[config.mk]
export PLATFORM = sky130hd
export DESIGN_NAME = button_conditioner
export DESIGN_NICKNAME = d
export VERILOG_FILES = /design/src/rtl/button_conditioner.sv
export SDC_FILE = /design/constraint.sdc
export NUM_CORES = 1
export LEC_CHECK = 0
export ABC_AREA = 1
export CAP_MARGIN = 20
export CORE_MARGIN = 10
export CORE_UTILIZATION = 35
export DETAILED_ROUTE_END_ITERATION = 10
export HOLD_SLACK_MARGIN = 0.08
export SLEW_MARGIN = 0
export SYNTH_ARGS = -nofsm -noshare
export SYNTH_HDL_FRONTEND = slang
export SYNTH_SLANG_ARGS = --single-unit
[constraint.sdc]
create_clock -name clk -period 2.1 [get_ports clk]
set_input_delay 0.21 -clock clk [delete_from_list [all_inputs] [get_ports clk]]
set_output_delay 0.21 -clock clk [all_outputs]
set_load 0.02 [all_outputs]
[src/rtl/button_conditioner.sv]
`default_nettype none
// ============================================================================
// Module   : button_conditioner
// Purpose  : N-channel push-button front end. Each raw button is synchronised,
//            debounced and turned into a one-cycle press pulse. Presses are
//            queued as pending events and presented lowest-index first behind
//            a valid/ack handshake. One event is consumed per physical press.
// Ports    :
//   clk          in   1      system clock
//   reset        in   1      asynchronous reset, active low
//   btn_raw      in   N_BTN  raw asynchronous button levels (1 = pressed)
//   enable       in   1      0 = presses are not recorded as events
//   btn_level    out  N_BTN  debounced button levels
//   btn_press    out  N_BTN  one-cycle pulse on each debounced rising edge
//   event_valid  out  1      at least one event is pending
//   event_idx    out  IDX_W  channel of the presented (lowest pending) event
//   event_ack    in   1      consumer accepts the presented event
//   overrun      out  1      one-cycle pulse when a press is lost
// Revision : 1.0 - initial release
// ============================================================================
module button_conditioner #(
  parameter int N_BTN       = 5,
  parameter int DB_CYCLES   = 16,
  parameter int SYNC_STAGES = 2,
  parameter bit EXCLUSIVE   = 1'b0,
  localparam int IDX_W      = (N_BTN > 1) ? $clog2(N_BTN) : 1
) (
  input  logic             clk,
  input  logic             reset,
  input  logic [N_BTN-1:0] btn_raw,
  input  logic             enable,
  output logic [N_BTN-1:0] btn_level,
  output logic [N_BTN-1:0] btn_press,
  output logic             event_valid,
  output logic [IDX_W-1:0] event_idx,
  input  logic             event_ack,
  output logic             overrun
);

  localparam int CNT_W = (DB_CYCLES > 1) ? $clog2(DB_CYCLES) : 1;
  localparam logic [CNT_W-1:0] CNT_LAST = CNT_W'(DB_CYCLES - 1);

  // --------------------------------------------------------------------------
  // Per-channel synchroniser + debouncer + rising-edge pulse
  // --------------------------------------------------------------------------
  for (genvar i = 0; i < N_BTN; i++) begin : g_chan
    logic [SYNC_STAGES-1:0] sync_q;
    logic [CNT_W-1:0]       cnt_q, cnt_d;
    logic                   level_q, level_d;
    logic                   press_q, press_d;
    logic                   sample;

    assign sample = sync_q[SYNC_STAGES-1];

    // Any sample that agrees with the accepted level restarts the count, so
    // only DB_CYCLES consecutive disagreeing samples can flip the level.
    always_comb begin
      cnt_d   = cnt_q;
      level_d = level_q;
      press_d = 1'b0;
      if (sample == level_q) begin
        cnt_d = '0;
      end else if (cnt_q == CNT_LAST) begin
        cnt_d   = '0;
        level_d = ~level_q;
        press_d = ~level_q;  // pulse only on the 0->1 transition
      end else begin
        cnt_d = cnt_q + 1'b1;
      end
    end

    always_ff @(posedge clk or negedge reset) begin
      if (!reset) begin
        sync_q  <= '0;
        cnt_q   <= '0;
        level_q <= 1'b0;
        press_q <= 1'b0;
      end else begin
        sync_q  <= {sync_q[SYNC_STAGES-2:0], btn_raw[i]};
        cnt_q   <= cnt_d;
        level_q <= level_d;
        press_q <= press_d;
      end
    end

    assign btn_level[i] = level_q;
    assign btn_press[i] = press_q;
  end

  // --------------------------------------------------------------------------
  // Pending-event register
  // --------------------------------------------------------------------------
  logic [N_BTN-1:0] pend_q, pend_d;
  logic             overrun_q, overrun_d;
  logic [N_BTN-1:0] ack_vec;
  logic [N_BTN-1:0] press_acc;
  logic [N_BTN-1:0] pend_kept;
  logic [IDX_W-1:0] sel_idx;

  // Lowest set index wins; scanning downward lets the lowest overwrite last.
  always_comb begin
    sel_idx = '0;
    for (int k = N_BTN - 1; k >= 0; k--) begin
      if (pend_q[k]) begin
        sel_idx = IDX_W'(k);
      end
    end
  end

  always_comb begin
    // x & -x isolates the lowest set bit, i.e. the presented event. With no
    // event pending this is zero, so a stray ack has no effect.
    ack_vec   = event_ack ? (pend_q & (~pend_q + 1'b1)) : '0;
    press_acc = enable ? btn_press : '0;
    pend_kept = pend_q & ~ack_vec;
    pend_d    = pend_kept;
    overrun_d = 1'b0;

    if (EXCLUSIVE == 1'b0) begin
      // Setting after the ack clear makes a same-cycle press+ack keep the bit.
      pend_d    = pend_kept | press_acc;
      overrun_d = |(press_acc & pend_kept);
    end else if (press_acc != '0) begin
      // Accept a single press only when nothing remains pending after ack;
      // simultaneous contenders are all dropped with one overrun pulse.
      if ((pend_kept == '0) && ((press_acc & (press_acc - 1'b1)) == '0)) begin
        pend_d = press_acc;
      end else begin
        overrun_d = 1'b1;
      end
    end
  end

  always_ff @(posedge clk or negedge reset) begin
    if (!reset) begin
      pend_q    <= '0;
      overrun_q <= 1'b0;
    end else begin
      pend_q    <= pend_d;
      overrun_q <= overrun_d;
    end
  end

  assign event_valid = |pend_q;
  assign event_idx   = sel_idx;
  assign overrun     = overrun_q;

endmodule
`default_nettype wire

==> summary.md, run 1 <==
| Metric | Value |
|---|---|
| Hold path start | `g_chan[3].sync_q[0]` |
| Routed vias/inst | `4.35` |
| Post-Synth Simple-Gate Area | `0.209` |
| Worst EP arrival | `1.73 ns` |
| Max-slew headroom | `0.623` |
| CTS tree | `done` |
| Row count | `26` |
| # clock sinks | `46` |
| Worst r2r src | `g_chan[3].cnt_q[0]` |
| WHS Path Cells | `0` |
| Worst Hold End | `g_chan[3].sync_q[1]` |
| Chip height | `93.1 um` |
| F_max | `0.516 GHz` |
| DRT iter0 DRCs | `69` |
| Grt total ovfl | `0` |
| Max-Cap Viols | `0` |
| Number of port buffers | `23` |
| Crit Path Class | `reg2out` |
| Worst reg-to-reg path cell count | `6` |
| Post-route ant nets | `0` |
| Io pins | `24` |
| Synth warnings | `0` |
| Hpwl dp | `2.16 mm` |
| Synth Area in XOR/XNOR | `0.0468` |
| Pwr dens | `744 nW/um^2` |
| Leakage | `1.08 nW` |
| Clock latency on the worst-skew pair | `0.29 ns` |
| Max Slew Vio Count | `0` |
| CTS H-tree depth | `2` |
| Tot GR Track Use | `0.0759` |
| Post-Synth Adder-Cell Area | `0.0334` |
| Full die area | `8670 sq um` |
| Mapped cell area | `1870 sq um` |
| Share of layout cells above drive strength 1 | `0.0437` |
| Diodes inserted | `0` |
| Worst VDD drop | `0.000323 V` |
| Final period util | `0.922` |
| Worst slew pin tran | `0.566 ns` |
| First-pass GRT wire length | `5.39 mm` |
| Worst Path Required | `1.89 ns` |
| Starting Density | `0.364` |
| CP Capture Type | `output pin` |
| Total power | `1.66 mW` |
| Largest net degree at the start of global routing | `47` |
| R2R setup slack | `1.02 ns` |
| Initial antenna violation count | `0` |
| Post-Syn Nets | `197` |
| Complex-gate fraction of the synthesized area | `0.0187` |
| Total CTS buffers | `5` |
| CORE AREA | `5140 sq um` |
| Status | `complete, no violations` |
| Final hold vios | `0` |
| Post-synthesis cell count | `183` |
| Routed wire length | `3.01 mm` |
| Post-synthesis mux area share | `0` |
| Placer Congestion | `0.823` |
| Die Wd | `93.1 um` |
| Setup TNS | `0 ns` |
| Vias in the first global route | `1223` |
| Syn_area_per_cell | `10.2 sq um` |
| Clk_skew | `0.00808 ns` |
| Routed len/inst | `10.9 um` |
| CP Max Fanout | `5` |
| Nets | `219` |
| Fin crit period | `1.94 ns` |
| Setup Viol. Count Final | `0` |
| DRT Pass-1 Iters | `4` |
| FF+latch count, synth | `46` |
| Crit start category | `register` |
| Main combinational cell family by area after synthesis | `simple AND/OR/NAND/NOR gates` |
| R2R Path End | `g_chan[3].cnt_q[0]` |
| Seq/Total Area, Yosys | `0.615` |
| Clk buf depth | `2` |
| RSZ-0062 raised after global routing | `false` |
| Root buffer cell | `clkbuf_8` |
| Netlist cell types | `17` |
| Worst hold path class | `reg2reg` |
| Vias post-DR | `1200` |
| Area added between synthesis and finish | `19.3%` |
| DRC Markers | `0` |
| Clk slew on worst S/H paths | `0.08 ns` |
| Post-CTS Setup Inserts | `0` |
[registers in the layout, summed over array words and instances (netlist names)]
signal and count:
pend_q 5, overrun 1, g_chan.press_q 5, g_chan.level_q 5, g_chan.cnt_q 20, g_chan.sync_q 10
[timing repair]
item | 4_1_cts | 5_1_grt
endpoints found under the hold margin | 46 | 0
hold buffers | 1 | 0
resized for setup | 0 | 0
[worst max path at each step]
stage                     startpoint            to  depth (start not counted)  slack [ns]
after detailed placement   pend_q[0]  event_idx[2]                          4        0.47
after global routing       pend_q[0]  event_idx[2]                          4        0.02
after floorplan            pend_q[0]  event_idx[1]                          1        0.98
final                      pend_q[0]  event_idx[2]                          4        0.16
after global placement     pend_q[0]  event_idx[2]                          4        0.47
after CTS                  pend_q[0]  event_idx[2]                          4        0.13
[logic make-up after synthesis]
logic type | count (synthesis)
and+or+nand+nor | 87
DFF | 46
buffers and inverters | 28
xor gates and xnor gates | 10
AOI/OAI and AO/OA | 7
adders and majority gates | 5
[cell type report]
| type | count | area (sq um) |
|---|---|---|
| clock inverters | 1 | 30.0 |
| well taps | 70 | 87.6 |
| inverters | 18 | 67.6 |
| fillers | 522 | 2910 |
| multi-input cells | 109 | 577 |
| repair buffers | 25 | 243 |
| flip-flops and latches | 46 | 1150 |
| clock buffers | 7 | 76.3 |
[critical path: stages (launching register included)]
cell and delay [ns]:
dfrtp_1 0.42, nor2_1 0.19, nand2_1 0.08, nor2_1 0.12
clkdlybuf4s50_1 0.63
[layout by cell type, fill, tap and decap left out, drive strengths merged]
cell type      instances
a21oi                  1
buf                    2
bufinv                 1
clkbuf                 7
clkdlybuf4s50         22
dfrtp                 46
dlygate4sd3            1
ha                     5
inv                   18
nand2                 29
nand2b                 5
nand3                 13
nand3b                 2
nand4                  2
nor2                  25
nor3                   8
nor3b                  3
o21ai                  6
xnor2                  5
xor2                   5
[routing by layer]
metal	track usage	share of wire
met1	0.0902	0.48
met2	0.124	0.47
met3	0.0272	0.046
met4	0.0270	0.0053
met5	0	0
[where the power goes]
| group | internal [mW] | switching, mW |
|---|---|---|
| Clock | 0.356 | 0.277 |
| Combinational | 0.0401 | 0.0497 |
| Sequential | 0.918 | 0.0200 |
[Yosys cell counts]
cell type  number  area (sq um)
nand2b_1        5          31.3
nor3_1          8          40.0
nand3b_1        2          15.0
nand4_1         2          12.5
xor2_1          5          43.8
nor3b_1         3          22.5
dfrtp_1        46          1150
nand3_1        13          65.1
a21oi_1         1          5.00
nand2_1        29           109
xnor2_1         5          43.8
ha_1            5          62.6
buf_4          10          75.1
o21ai_0         6          30.0
inv_1          18          67.6
nor2_2          1          6.26
nor2_1         24          90.1
[per-stage QoR]
stage / std cells / cell area [sq um] / util / hold WS [ns] / worst slack, ns
global route: 276 / 2230 / 0.434 / 0.347 / 0.0158
CTS: 276 / 2230 / 0.434 / 0.344 / 0.131
floorplan: 183 / 1870 / - / -0.0856 / 0.980
global placement: 267 / 2120 / 0.412 / 0.332 / 0.470
finish: 276 / 2230 / 0.434 / 0.345 / 0.163
detailed placement: 267 / 2120 / 0.412 / 0.337 / 0.469
Power figures use the tool's default switching activity.
==> inputs of run 2 (changes only) <==
- CTS_BUF_LIST: unset -> sky130_fd_sc_hd__clkbuf_4
- SLEW_MARGIN: 0 -> 20
==> summary.md, run 2 (synthesis gave the netlist of run 1 again) <==
| Metric | Value |
|---|---|
| Worst r2r src | `g_chan[3].cnt_q[0]` |
| R2R setup slack | `1.01 ns (about the same)` |
| Clk buf depth | `2 (unchanged)` |
| Slowest-stage cell, CP | `clkdlybuf4s50_1` |
| Setup TNS | `0 ns (unchanged)` |
| Placed insts | `267 (unchanged)` |
| CTS tree | `done` |
| Initial antenna violation count | `0 (unchanged)` |
| Worst reg-to-reg path cell count | `6 (unchanged)` |
| Final hold vios | `0 (unchanged)` |
| CTS H-tree depth | `2 (unchanged)` |
| Worst EP arrival | `1.64 ns (-0.09 ns)` |
| CORE AREA | `5140 sq um (unchanged)` |
| Vias in the first global route | `1230 (+0.57%)` |
| Clk slew on worst S/H paths | `0.13 ns (+0.05 ns)` |
| Fin util | `0.430 (-0.00414)` |
| Commonest non-fill, non-tap cell in the layout | `dfrtp_1` |
| Placed Area | `2120 sq um (unchanged)` |
| Int Pwr | `1.24 mW (-5.9%)` |
| Clock latency on the worst-skew pair | `0.34 ns (+0.05 ns)` |
| Number of port buffers | `23 (unchanged)` |
| Origin of the worst setup path | `pend_q[0]` |
| DRC Markers | `0 (unchanged)` |
| Crit path max-delay family | `buffers and inverters` |
| Grt total ovfl | `0 (unchanged)` |
| Pwr dens | `713 nW/um^2 (-4.1%)` |
| Root buffer cell | `clkbuf_4` |
| Full die area | `8670 sq um (unchanged)` |
| Net switching power | `0.340 mW (-2.0%)` |
| Worst slew pin tran | `0.560 ns (-0.00628 ns)` |
| Row count | `26 (unchanged)` |
| Largest net degree at the start of global routing | `47 (unchanged)` |
| R2R Path End | `g_chan[3].cnt_q[0]` |
| Hpwl dp | `2.16 mm (unchanged)` |
| Crit Path Class | `reg2out` |
| Sw frac | `0.216 (+0.00675)` |
| Io pins | `24 (unchanged)` |
| Routed wire length | `3.02 mm (+0.50%)` |
| CP Max Fanout | `5 (unchanged)` |
| Max-Cap Viols | `0 (unchanged)` |
| Critical Path Sink | `event_idx[1]` |
| First-pass GRT wire length | `5.44 mm (+1.0%)` |
| Chip height | `93.1 um (unchanged)` |
| Non-Filler Instances | `276 (unchanged)` |
| CP Cell Sequence | `nor3_1 > clkdlybuf4s50_1` |
| Total CTS buffers | `5 (unchanged)` |
| Routed vias/inst | `4.37 (+0.58%)` |
| Top flop regs | `g_chan.cnt_q x20, g_chan.sync_q x10` |
| Worst Path Required | `1.89 ns (about the same)` |
| Combinational Power Share | `0.057 (+0.003)` |
| Total power | `1.58 mW (-5.0%)` |
| Register area | `1150 sq um (unchanged)` |
| Buf/Inv on CP | `1 (unchanged)` |
| Tot GR Track Use | `0.0774 (+0.00150)` |
| Levels on crit path | `2 (-2)` |
| CP Capture Type | `output pin` |
| Setup Viol. Count Final | `0 (unchanged)` |
| Max-slew headroom | `0.627 (+0.00419)` |
| Max incr delay on CP | `0.64 ns (about the same)` |
| Starting Density | `0.364 (unchanged)` |
| Post-route ant nets | `0 (unchanged)` |
| Post-route cell area | `2210 sq um (-0.95%)` |
| Max reg flops | `20 (unchanged)` |
| Worst VDD drop | `0.000277 V (-14%)` |
| Sequential share of power | `0.595 (+0.031)` |
| Leakage | `1.09 nW (+1.2%)` |
| # clock sinks | `46 (unchanged)` |
| Most flop-heavy register | `g_chan.cnt_q` |
| Die Wd | `93.1 um (unchanged)` |
| Fin crit period | `1.85 ns (-0.0824 ns)` |
| Most frequent cells in the layout | `dfrtp_1 (46), nand2_1 (29), nor2_1 (24)` |
| Status | `complete, no violations` |
| Filler cells | `520 (-0.38%)` |
| Final period util | `0.883 (-0.0392)` |
| Crit start category | `register` |
| Area of the multi-input gates | `577 sq um (unchanged)` |
| F_max | `0.539 GHz (+4.4%)` |
| RSZ-0062 raised after global routing | `false` |
| Post-CTS Setup Inserts | `0 (unchanged)` |
| Worst hold path class | `in2reg` |
| Routed len/inst | `10.9 um (+0.50%)` |
| Max Slew Vio Count | `0 (unchanged)` |
| Vias post-DR | `1207 (+0.58%)` |
| Nets | `219 (unchanged)` |
| Area added between synthesis and finish | `18.2%` |
| DRT iter0 DRCs | `65 (-5.8%)` |
| Share of layout cells above drive strength 1 | `0.0534 (+0.00971)` |
| Diodes inserted | `0 (unchanged)` |
| Clk_skew | `0.00671 ns (-0.00137 ns)` |
| DRT Pass-1 Iters | `4 (unchanged)` |
| Clock power share | `0.348 (-0.033)` |
| Placer Congestion | `0.823 (unchanged)` |
-- run 2: worst reg2reg max path: cells and delay by family, from the launching register on --
kind | cells | cell delay [ns]
flops | 1 | 0.42
buf+inv | 1 | 0.04
fa+ha+maj | 1 | 0.21
simple gates | 4 | 0.35
-- run 2: cell type report --
cell class / instances / share of cell area
Inverter: 18 / 0.0306
Clock buffer: 7 / 0.0238
Clock inverter: 1 / 0.0136
Multi-Input combinational cell: 109 / 0.261
Tap cell: 70 / 0.0396
Timing Repair Buffer: 25 / 0.111
Sequential cell: 46 / 0.521
-- run 2: layer usage --
metal	up-vias	GRT usage	share of wire
met5	-	0	0
met4	0	0.0386	0.015
met2	23	0.125	0.46
li1	616	-	-
met3	2	0.0248	0.046
met1	566	0.0907	0.48
-- run 2: timing repair --
action / CTS / global route
hold buffers: 1 / 0
setup endpoints to repair: 0 / 1
resized for setup: 0 / 1
endpoints found under the hold margin: 46 / 0
-- run 2: stage by stage --
step | worst slack, ns | hold WS [ns]
finish | 0.245 | 0.287
floorplan | 0.980 | -0.0856
detailed placement | 0.469 | 0.337
global placement | 0.470 | 0.332
CTS | 0.0478 | 0.267
global route | 0.113 | 0.271
-- run 2: power by group through the flow --
| stage | combinational (mW) | clock (mW) | sequential [mW] |
|---|---|---|---|
| 2_1_floorplan | 0.0478 | 0 | 0.952 |
| 5_1_grt | 0.107 | 0.613 | 0.943 |
| 3_5_place_dp | 0.0918 | 0 | 0.955 |
| 6_report | 0.0896 | 0.549 | 0.938 |
| 4_1_cts | 0.0935 | 0.572 | 0.939 |
| 3_3_place_gp | 0.0896 | 0 | 0.954 |
-- run 2: worst min path at each step --
stage | startpoint | end | cells after the start
2_1_floorplan | reset | g_chan[0].cnt_q[0] | 0
3_3_place_gp | reset | g_chan[1].sync_q[1] | 2
3_5_place_dp | reset | g_chan[3].sync_q[0] | 2
4_1_cts | btn_raw[0] | g_chan[0].sync_q[0] | 1
5_1_grt | btn_raw[1] | g_chan[1].sync_q[0] | 1
6_report | btn_raw[4] | g_chan[4].sync_q[0] | 1
==> RTL change, RTL diff (config.mk and constraints of run 2) <==
Set the parameter `SYNC_STAGES` to 4 (it was 2).
--- a/src/rtl/button_conditioner.sv
+++ b/src/rtl/button_conditioner.sv
@@ -21,7 +21,7 @@
 module button_conditioner #(
   parameter int N_BTN       = 5,
   parameter int DB_CYCLES   = 16,
-  parameter int SYNC_STAGES = 2,
+  parameter int SYNC_STAGES = 4,
   parameter bit EXCLUSIVE   = 1'b0,
   localparam int IDX_W      = (N_BTN > 1) ? $clog2(N_BTN) : 1
 ) (
Check against the original RTL: no difference found for any inputs over 10 cycles, from zero or initial values and one cycle with reset low; that may be too few to reach the edited logic, so the function may still have changed.
==> RTL change against run 2 <==
- setup slack got worse by 0.0089 ns
- sequential cell count is 10 higher
- power up 6.9%
- wire length grew 0.93%
- first-iteration DRC count is 22% lower
- synthesized area is 13% higher
- synthesized cell count increased by 4.9%
- cell area rose by 11%
==> RTL change: results (changes against run 2) <==
status:
  outcome: "finished clean"
yosys:
  avgSynthCellArea_um2: 11.05  # +8.1%
  synth_common_cells: "dfrtp_1 (56), nand2_1 (28), nor2_1 (24)"
  synthTopCellsByArea: "dfrtp_1 (66%), nand2_1 (5.0%), nor2_1 (4.2%), buf_4 (3.5%), nand3_1 (3.3%)"
  syn-num-nets: 206  # +4.6%
  ys_seq_area_frac: 0.6608  # +0.04538
global_routing:
  grt_max_degree: 57  # +21%
  grt.total_usage: 0.06692  # -0.01050
  grtUsageMet2: 0.09848  # -0.02652
  use_met1: 0.08316  # -0.007533
  grt_pass1_wl_um: 5409  # -0.64%
final_layout:
  fin_nets: 228  # +4.1%
  layout-drive-gt1-share: 0.04651  # -0.006886
  top_regs: "g_chan.cnt_q: 20 flops, g_chan.sync_q: 20 flops"
  regArea_um2: 1401  # +22%
placed_design:
  gp_congestion: 0.8225  # about the same
  pre_cts_ws_ns: 0.5313  # +0.06230 ns
  dp_hpwl_um: 2215  # +2.5%
  place_inst: 281  # +5.2%
  dpl_cell_area_um2: 2385  # +13%
routing:
  met3WireLength_um: 166  # +20%
  drt-met1-wl_um: 1526  # +5.1%
  routed-wl-met2_um: 1303  # -6.0%
  drtIter0Drc: 51  # -22%
  maxUsedRoutingLayer: "met4"
  totalWireLength_um: 3050  # +0.93%
  dr_total_vias: 1242  # +2.9%
clock_tree:
  numCtsBuffers: 5  # unchanged
  clk_transition_reported_paths_ns: 0.15  # +0.02 ns
  clkLatencyLatePin_ns: 0.36  # +0.02 ns
critical_path:
  r2r-start: "g_chan[4].cnt_q[0]"
  cp-endpoint: "event_idx[0]"
  rrSetupSlack_ns: 1.01  # about the same
  timing.rr.end: "g_chan[4].cnt_q[3]"
  startpoint: "pend_q[1]"
power_and_ir_drop:
  switchingPower_uw: 382.1  # +12%
  pwr-share-clk: 0.265  # -0.083
  max-vdd-ir-drop_v: 0.0002966  # +7.1%
  p_leak_uw: 0.001184  # +8.7%
worst_hold_path:
  hp-start: "btn_raw[4]"
sta:
  skew_ns: 0.01030  # +0.003588 ns
  max_slew.worst_pin.slew_ns: 0.2882  # -0.2715 ns
  hold_slack_ns: 0.2582  # -0.02863 ns
  fin_ws_ns: 0.2365  # -0.008944 ns
[RTL change: cell type report]
| cell class | count | area share |
|---|---|---|
| flip-flops and latches | 56 | 0.5711 |
| well taps | 75 | 0.03825 |
| repair buffers | 25 | 0.1050 |
| clock inverters | 2 | 0.004590 |
| multi-input cells | 109 | 0.2366 |
| clock buffers | 6 | 0.01836 |
| inverters | 17 | 0.02601 |
[RTL change: worst max-delay path: stages, from the launching register on]
cell             delay [ns]
dfrtp_1                0.44
inv_1                  0.09
a21oi_1                0.15
clkdlybuf4s50_1        0.62
[RTL change: repair_timing]
action,in CTS,in global routing
endpoints found under the setup margin,0,1
hold endpoints to repair,56,0
gates resized for setup,0,1
hold buffers,1,0
[RTL change: cells by family after synthesis]
| group | share of synthesized area |
|---|---|
| simple gates | 0.1864 |
| flops | 0.6608 |
| xor+xnor | 0.04130 |
| buf+inv | 0.06549 |
| fa+ha+maj | 0.02950 |
| compound gates | 0.01652 |
